==> config.mk <==
export PLATFORM = sky130hd
export DESIGN_NAME = fifo_read_streamer
export DESIGN_NICKNAME = d
export VERILOG_FILES = /design/src/rtl/fifo_rd_pkg.sv /design/src/rtl/rd_skid_buf.sv /design/src/rtl/fifo_read_streamer.sv
export SDC_FILE = /design/constraint.sdc
export NUM_CORES = 1
export LEC_CHECK = 0
export CORE_MARGIN = 8
export CORE_UTILIZATION = 40
export DETAILED_ROUTE_END_ITERATION = 8
export PLACE_DENSITY = 0.66
export SETUP_SLACK_MARGIN = 0.5
export SLEW_MARGIN = 20
export SYNTH_ARGS = -nofsm -noshare
export SYNTH_HDL_FRONTEND = slang
export SYNTH_SLANG_ARGS = --single-unit
export TNS_END_PERCENT = 30
==> constraint.sdc <==
create_clock -name clk2 -period 2.5 [get_ports clk2]
set_input_delay 0.5 -clock clk2 [delete_from_list [all_inputs] [get_ports clk2]]
set_output_delay 0.5 -clock clk2 [all_outputs]
set_load 0.01 [all_outputs]
==> src/rtl/fifo_rd_pkg.sv <==
// Shared defaults and types for the FIFO read-side streamer.
package fifo_rd_pkg;

  localparam int DATA_WIDTH_DEF = 8;
  localparam int CNT_WIDTH_DEF  = 16;

  // Occupancy of the two-entry prefetch buffer (0..2).
  typedef logic [1:0] occ_t;

endpackage

==> src/rtl/rd_skid_buf.sv <==
// Two-entry in-order register buffer. slot0 is always the head; slot1 holds
// the second word when two are buffered. Push and pop in one cycle keep the
// occupancy unchanged and preserve order.
module rd_skid_buf
  import fifo_rd_pkg::*;
#(
  parameter int DATA_WIDTH = DATA_WIDTH_DEF
) (
  input  logic                  clk2,
  input  logic                  rrst,
  input  logic                  push,
  input  logic [DATA_WIDTH-1:0] push_data,
  input  logic                  pop,
  output logic [DATA_WIDTH-1:0] head,
  output occ_t                  occ
);

  logic [DATA_WIDTH-1:0] slot0;
  logic [DATA_WIDTH-1:0] slot1;

  // Shift/insert words so slot0 always holds the oldest buffered word.
  always_ff @(posedge clk2 or posedge rrst) begin
    if (rrst) begin
      // NOTE: the data slots are reset (unusual for storage) because the
      // stream data output must read zero straight out of reset.
      slot0 <= '0;
      slot1 <= '0;
      occ   <= 2'd0;
    end else begin
      // NOTE: non-blocking assignments let slot0 take slot1's old value in
      // the same edge that slot1 takes the new word.
      unique case ({push, pop})
        2'b10: begin
          if (occ == 2'd0) slot0 <= push_data;
          else             slot1 <= push_data;
          occ <= occ + 2'd1;
        end
        2'b01: begin
          slot0 <= slot1;
          occ   <= occ - 2'd1;
        end
        2'b11: begin
          // occ is 1 or 2 here: pop requires a buffered word.
          if (occ == 2'd2) begin
            slot0 <= slot1;
            slot1 <= push_data;
          end else begin
            slot0 <= push_data;
          end
        end
        default: ;
      endcase
    end
  end

  assign head = slot0;

endmodule

==> src/rtl/fifo_read_streamer.sv <==
// Read-domain consumer of the async FIFO. Issues FIFO reads only when the
// word can be guaranteed a buffer slot two cycles later, hides the one-cycle
// read latency behind a two-entry prefetch buffer and counts delivered words.
module fifo_read_streamer
  import fifo_rd_pkg::*;
#(
  parameter int DATA_WIDTH = DATA_WIDTH_DEF,
  parameter int CNT_WIDTH  = CNT_WIDTH_DEF
) (
  input  logic                  clk2,
  input  logic                  rrst,
  input  logic                  enable,
  output logic                  fifo_rd_en,
  input  logic [DATA_WIDTH-1:0] fifo_dout,
  input  logic                  fifo_empty,
  output logic                  m_valid,
  input  logic                  m_ready,
  output logic [DATA_WIDTH-1:0] m_data,
  output logic [CNT_WIDTH-1:0]  rd_count,
  output logic                  buf_empty
);

  occ_t       occ;
  logic       inflight;
  logic       pop;
  logic [2:0] level;

  assign m_valid = (occ != 2'd0);
  assign pop     = m_valid && m_ready;

  // Words that will occupy the buffer next cycle if no read is issued now.
  // pop implies occ >= 1, so this never underflows.
  assign level = {1'b0, occ} + {2'b00, inflight} - {2'b00, pop};

  // A read is only issued if its word is sure to find a free slot on arrival;
  // this is what makes buffer overflow impossible.
  assign fifo_rd_en = enable && !fifo_empty && !rrst && (level < 3'd2);

  assign buf_empty = (occ == 2'd0) && !inflight;

  // Remember that a read was issued: its data arrives on fifo_dout next cycle.
  always_ff @(posedge clk2 or posedge rrst) begin
    if (rrst) inflight <= 1'b0;
    else      inflight <= fifo_rd_en;
  end

  // Count delivered words; wraps naturally at 2^CNT_WIDTH.
  always_ff @(posedge clk2 or posedge rrst) begin
    if (rrst)     rd_count <= '0;
    else if (pop) rd_count <= rd_count + CNT_WIDTH'(1);
  end

  rd_skid_buf #(
    .DATA_WIDTH (DATA_WIDTH)
  ) u_buf (
    .clk2      (clk2),
    .rrst      (rrst),
    .push      (inflight),
    .push_data (fifo_dout),
    .pop       (pop),
    .head      (m_data),
    .occ       (occ)
  );

endmodule
Yosys cells after proc, flatten, opt, wreduce, memory -nomap -nowiden

Index checks and enable logic that the tools add are counted.

Add/sub/neg operators: 5
Order comparisons: 1
Equal/unequal tests: 7
Multiplexer cells: 7
Reduce and logical (&&, ||, !) cells: 15

Operator list:

| operator                                                                     | number |
|---|---|
| 8-bit two-way mux                                                            | 4 |
| 8-bit one-hot mux with 3 select lines                                        | 1 |
| 16-bit by 1-bit adder with 16-bit output, second input constant              | 1 |
| 8-bit one-hot mux with 2 select lines                                        | 1 |
| 2-bit equality test, second input constant                                   | 3 |
| 2-bit nonzero test                                                           | 3 |
| 1-bit logical AND                                                            | 5 |
| 2-bit != test, second input constant                                         | 2 |
| 2-bit one-hot mux with 2 select lines                                        | 1 |
| 2-bit by 1-bit adder with 3-bit output                                       | 1 |
| 1-bit zero test                                                              | 3 |
| 3-bit by 2-bit less-than comparator with 1-bit output, second input constant | 1 |
| 3-bit AND reduction                                                          | 1 |
| 3-bit nonzero test                                                           | 1 |
| 3-bit by 1-bit subtractor with 3-bit output                                  | 1 |
| 2-bit by 1-bit adder with 2-bit output, second input constant                | 1 |
| 2-bit by 1-bit equality test with 1-bit output, second input constant        | 1 |
| 2-bit zero test                                                              | 1 |
| 2-bit by 1-bit != test with 1-bit output, second input constant              | 1 |
| 2-bit AND reduction                                                          | 1 |
| 2-bit by 1-bit subtractor with 2-bit output, second input constant           | 1 |

Flip-flop bits (word level): 35
Input bits: 13
Output and inout bits: 27

Depth between registers and ports, before layout

Word-level depth: 5
Gate-level depth with buffers: 7
Mapped depth without buffers: 6

By module

From an unflattened synthesis, not the netlist that was laid out.

Cells, all modules: 152
Area total of the unflattened synthesis: 1,716.6 sq um

Modules (own cells, without submodules):

| module             | instances | cells an instance | area each (sq um) | seq. area each (sq um) |
|---|---|---|---|---|
| rd_skid_buf        | 1         | 83                | 910.9             | 450.4 |
| fifo_read_streamer | 1         | 69                | 805.8             | 425.4 |

Least setup slack after synthesis

No wires, ideal clock.

Path type: flip-flop to output port
Start point: register u_buf.occ[0]
End point: output port fifo_rd_en
Data arrival time: 1,950 ps
Data required time: 2,000 ps
Path slack: 50 ps
Cell stages (with the launch flop): 8
Path buffers: 1
Path through: dfrtp_1 -> buf_4 -> inv_1 -> and3_1 -> o21ai_0 -> fa_1 -> nand2_1 -> nor4_1

Word-level cells in the longest chain between the ends: 5

Ends and longest elaborated chain:

| element                                                                        | RTL line                 | RTL |
|---|---|---|
| start: declaration                                                             | rd_skid_buf.sv:15        | `output occ_t occ` |
| start signal: assignment                                                       | rd_skid_buf.sv:36        | `occ <= occ + 2'd1;` |
| start signal: assignment                                                       | rd_skid_buf.sv:40        | `occ <= occ - 2'd1;` |
| branches (longest 2 deep; another with 2-bit by 1-bit adder with 3-bit output) | -                        |  |
| 3-bit by 1-bit subtractor with 3-bit output (*)                                | fifo_read_streamer.sv:33 | `assign level = {1'b0, occ} + {2'b00, inflight} - {2'b00, pop};` |
| 3-bit by 2-bit less-than comparator with 1-bit output (*)                      | fifo_read_streamer.sv:37 | `assign fifo_rd_en = enable && !fifo_empty && !rrst && (level < 3'd2);` |
| 1-bit logical AND (*)                                                          | fifo_read_streamer.sv:37 |  |
| end: declaration                                                               | fifo_read_streamer.sv:13 | `output logic fifo_rd_en,` |

Mark *: on every way between the ends.

Worst setup path after layout

Start point: input port m_ready
End point: output port fifo_rd_en

Word-level cells in the longest chain between the ends: 4

Ends and longest elaborated chain:

| element                                               | RTL line                 | RTL |
|---|---|---|
| start: declaration                                    | fifo_read_streamer.sv:17 | `input logic m_ready,` |
| 1-bit logical AND                                     | fifo_read_streamer.sv:29 | `assign pop = m_valid && m_ready;` |
| 3-bit by 1-bit subtractor with 3-bit output           | fifo_read_streamer.sv:33 |  |
| 3-bit by 2-bit less-than comparator with 1-bit output | fifo_read_streamer.sv:37 |  |
| 1-bit logical AND                                     | fifo_read_streamer.sv:37 |  |

Every way passes these cells.

==> impl_metrics.toml <==
[yosys]
synth-main-ff-cell = "dfrtp_1"
ys_seq_elements = 35
netlist_instances = 139
ys_seq_area_share_pct = 51.2
syn_area_sq_mm = 0.00171
synth_area_leaders = "dfrtp_1 (51%), mux2_2 (5.9%), xor2_1 (5.1%)"
syn_nets = 157
yosys_warnings = 0
yosys.area.top_type = "dfrtp_1"
ys_types = 30
async_reset_ff_share_pct = 100
yosysMostFrequentCell = "dfrtp_1"
synth_edf_count = 0
synth_top_area_share_pct = 51.2
synthTopCellsByCount = "dfrtp_1 (35), inv_1 (13), xor2_1 (10)"
synth.avg_cell_area_sq_um = 12.3

[critical_path]
worstSetupStartpointType = "input pin"
required_ns = 2.00
ff2ff_setup_slack_ns = 0.50
critPathKind = "input pin to output port"
critPathMaxFanout = 2
end_kind = "output port"
critPathArrivalTime_ns = 1.94

[timing]
finalSetupViolCount = 0
maxClockFrequency_mhz = 410
fin_crit_ns = 2.44
period_share_pct = 97.5
fin_tns_setup_ns = 0
worst_pin_slew_ns = 0.538
fin_worst_skew_ns = 0.00651
worst_slack_ns = 0.0622
slew_viol_final = 0
relSlewSlack_pct = 64.1
hold_violations = 0
rsz0062_at_grt = "yes"

[final_layout]
syn_to_final_growth_pct = 46.6
post-route-util_pct = 61.7
diodes = 0
drive_gt1_share_pct = 34.7
final_nets = 219
final_cell_area_sq_mm = 0.00250

[drt]
wl_per_cell_um = 15.5
routed_wl_um = 3910
first_pass_iters = 4
num_vias = 1284
drtIter0Drc = 57
viasPerCell = 5.10
drc = 0
final_antenna_net_count = 0

[clock_network]
clkTransAtPathRegs_ns = 0.07
clock-root-buffer = "clkbuf_8"
cts_tree = "built"
clk_latency_ns = 0.29
h-tree-depth = 2
cts_made_buffers = 5
clk_path_buf_depth = 2
hold_buffers = 0
cts_sinks = 35

[floorplanning]
start_util_pct = 42.1
std_cell_rows = 23
ioPinCount = 40
die-area_sq_mm = 0.00662
chipWidth_um = 81.4
fp.dieH_um = 81.4
core_area_sq_mm = 0.00406

[place]
dp_slack_ns = -0.727
hpwl_um = 2820
io_buffer_count = 39
place.gp.congestion = 0.766
dpl-instance-area_sq_mm = 0.00224

[global_routing]
top_usage_layer = "met2"
antenna_found_initial = 0
use_met2_pct = 20.6
grt_pass1_vias = 1392
grt_pass1_wl_um = 6560
use_met3_pct = 3.42
grt-ovfl-total = 0
grt_use_met1_pct = 15.3
grt.total_usage_pct = 12.8
grt_max_degree = 36

[pwr]
pwr_density_cell_mw_per_mm2 = 1040
ir_worst_vdd_v = 0.000609
p_leak_uw = 0.00112

[flow_run]
drv_cap = 0

[run_status]
outcome = "completed"

[hold_path]
hp-class = "flip-flop to flip-flop"
worst max-delay path, cell delays in order:
cell and delay (ns):
clkdlybuf4s15_1 0.20, buf_6 0.13, nor2_2 0.11, o21ai_2 0.08, fa_2 0.54, nand2_2 0.06
nor4_4 0.14, buf_2 0.17
logic make-up after synthesis:
| kind of cell | after synthesis | synth area share (%) |
|---|---|---|
| buffers and inverters | 16 | 4.39 |
| and+or+nand+nor | 32 | 11.9 |
| AOI/OAI and AO/OA | 23 | 12.7 |
| xor gates and xnor gates | 19 | 9.74 |
| muxes | 9 | 5.93 |
| DFF | 35 | 51.2 |
| adders and majority gates | 5 | 4.10 |
timing repair:
action | in CTS | in global routing
endpoints found under the setup margin | 19 | 17
gates resized for setup | 25 | 11
buffers inserted | 4 | 4
pin swaps | 7 | 9
layer usage:
| metal | vias to the layer above | wire (um) | part of all wire, % |
|---|---|---|---|
| li1 | 604 | - | - |
| met1 | 641 | 1660 | 43 |
| met2 | 29 | 1960 | 50 |
| met3 | 10 | 183 | 4.7 |
| met4 | 0 | 105 | 2.7 |
| met5 | - | 0 | 0 |
power by group:
group | switching (uW) | internal (uW)
registers | 152 | 766
clock network | 208 | 191
logic | 613 | 674
total | 974 | 1630
registers in the layout (all words and copies together), names as in the netlist:
name / flops
u_buf.head: 8
u_buf.occ: 2
rd_count: 16
u_buf.slot1: 8
inflight: 1
worst paths after layout:
kind | start | endpoint | cells past startpoint
max | m_ready | fifo_rd_en | 8
min | rd_count[15]$_DFFE_PP0P_ | rd_count[15]$_DFFE_PP0P_ | 1
max reg2reg | u_buf.occ[1]$_DFFE_PP0P_ | u_buf.slot1[0]$_DFFE_PP0P_ | 9
min reg2reg | rd_count[15]$_DFFE_PP0P_ | rd_count[15]$_DFFE_PP0P_ | 1
max in group asynchronous | rrst | rd_count[9]$_DFFE_PP0P_ | 3
min in group asynchronous | rrst | inflight$_DFF_PP0_ | 3
placed cells by master (no fill, tap or decap), types with 4 or more instances in the layout:
cell type / count
nand3_1: 6
mux2_2: 9
nand2_1: 5
inv_1: 12
clkdlybuf4s50_1: 35
a221oi_2: 8
clkbuf_8: 5
xnor2_1: 9
xor2_1: 9
dfrtp_1: 35
a21oi_1: 8
nor2_1: 4
buf_4: 15
through the flow:
stage	cells	hold WS (ns)	total power, uW
6_report	252	0.468	2600
5_1_grt	252	0.503	2790
4_1_cts	248	0.476	2510
3_5_place_dp	236	0.462	2050
3_3_place_gp	236	0.459	2010
2_1_floorplan	139	0.481	1590
layout make-up:
class / count / area, sq um
Sequential cell: 35 / 876
Clock buffer: 5 / 68.8
Multi-Input combinational cell: 88 / 886
Tap cell: 50 / 62.6
Inverter: 13 / 51.3
Clock inverter: 3 / 15.0
Timing Repair Buffer: 58 / 546
Fill cell: 319 / 1550
No activity file was read; power rests on OpenSTA's default activity.
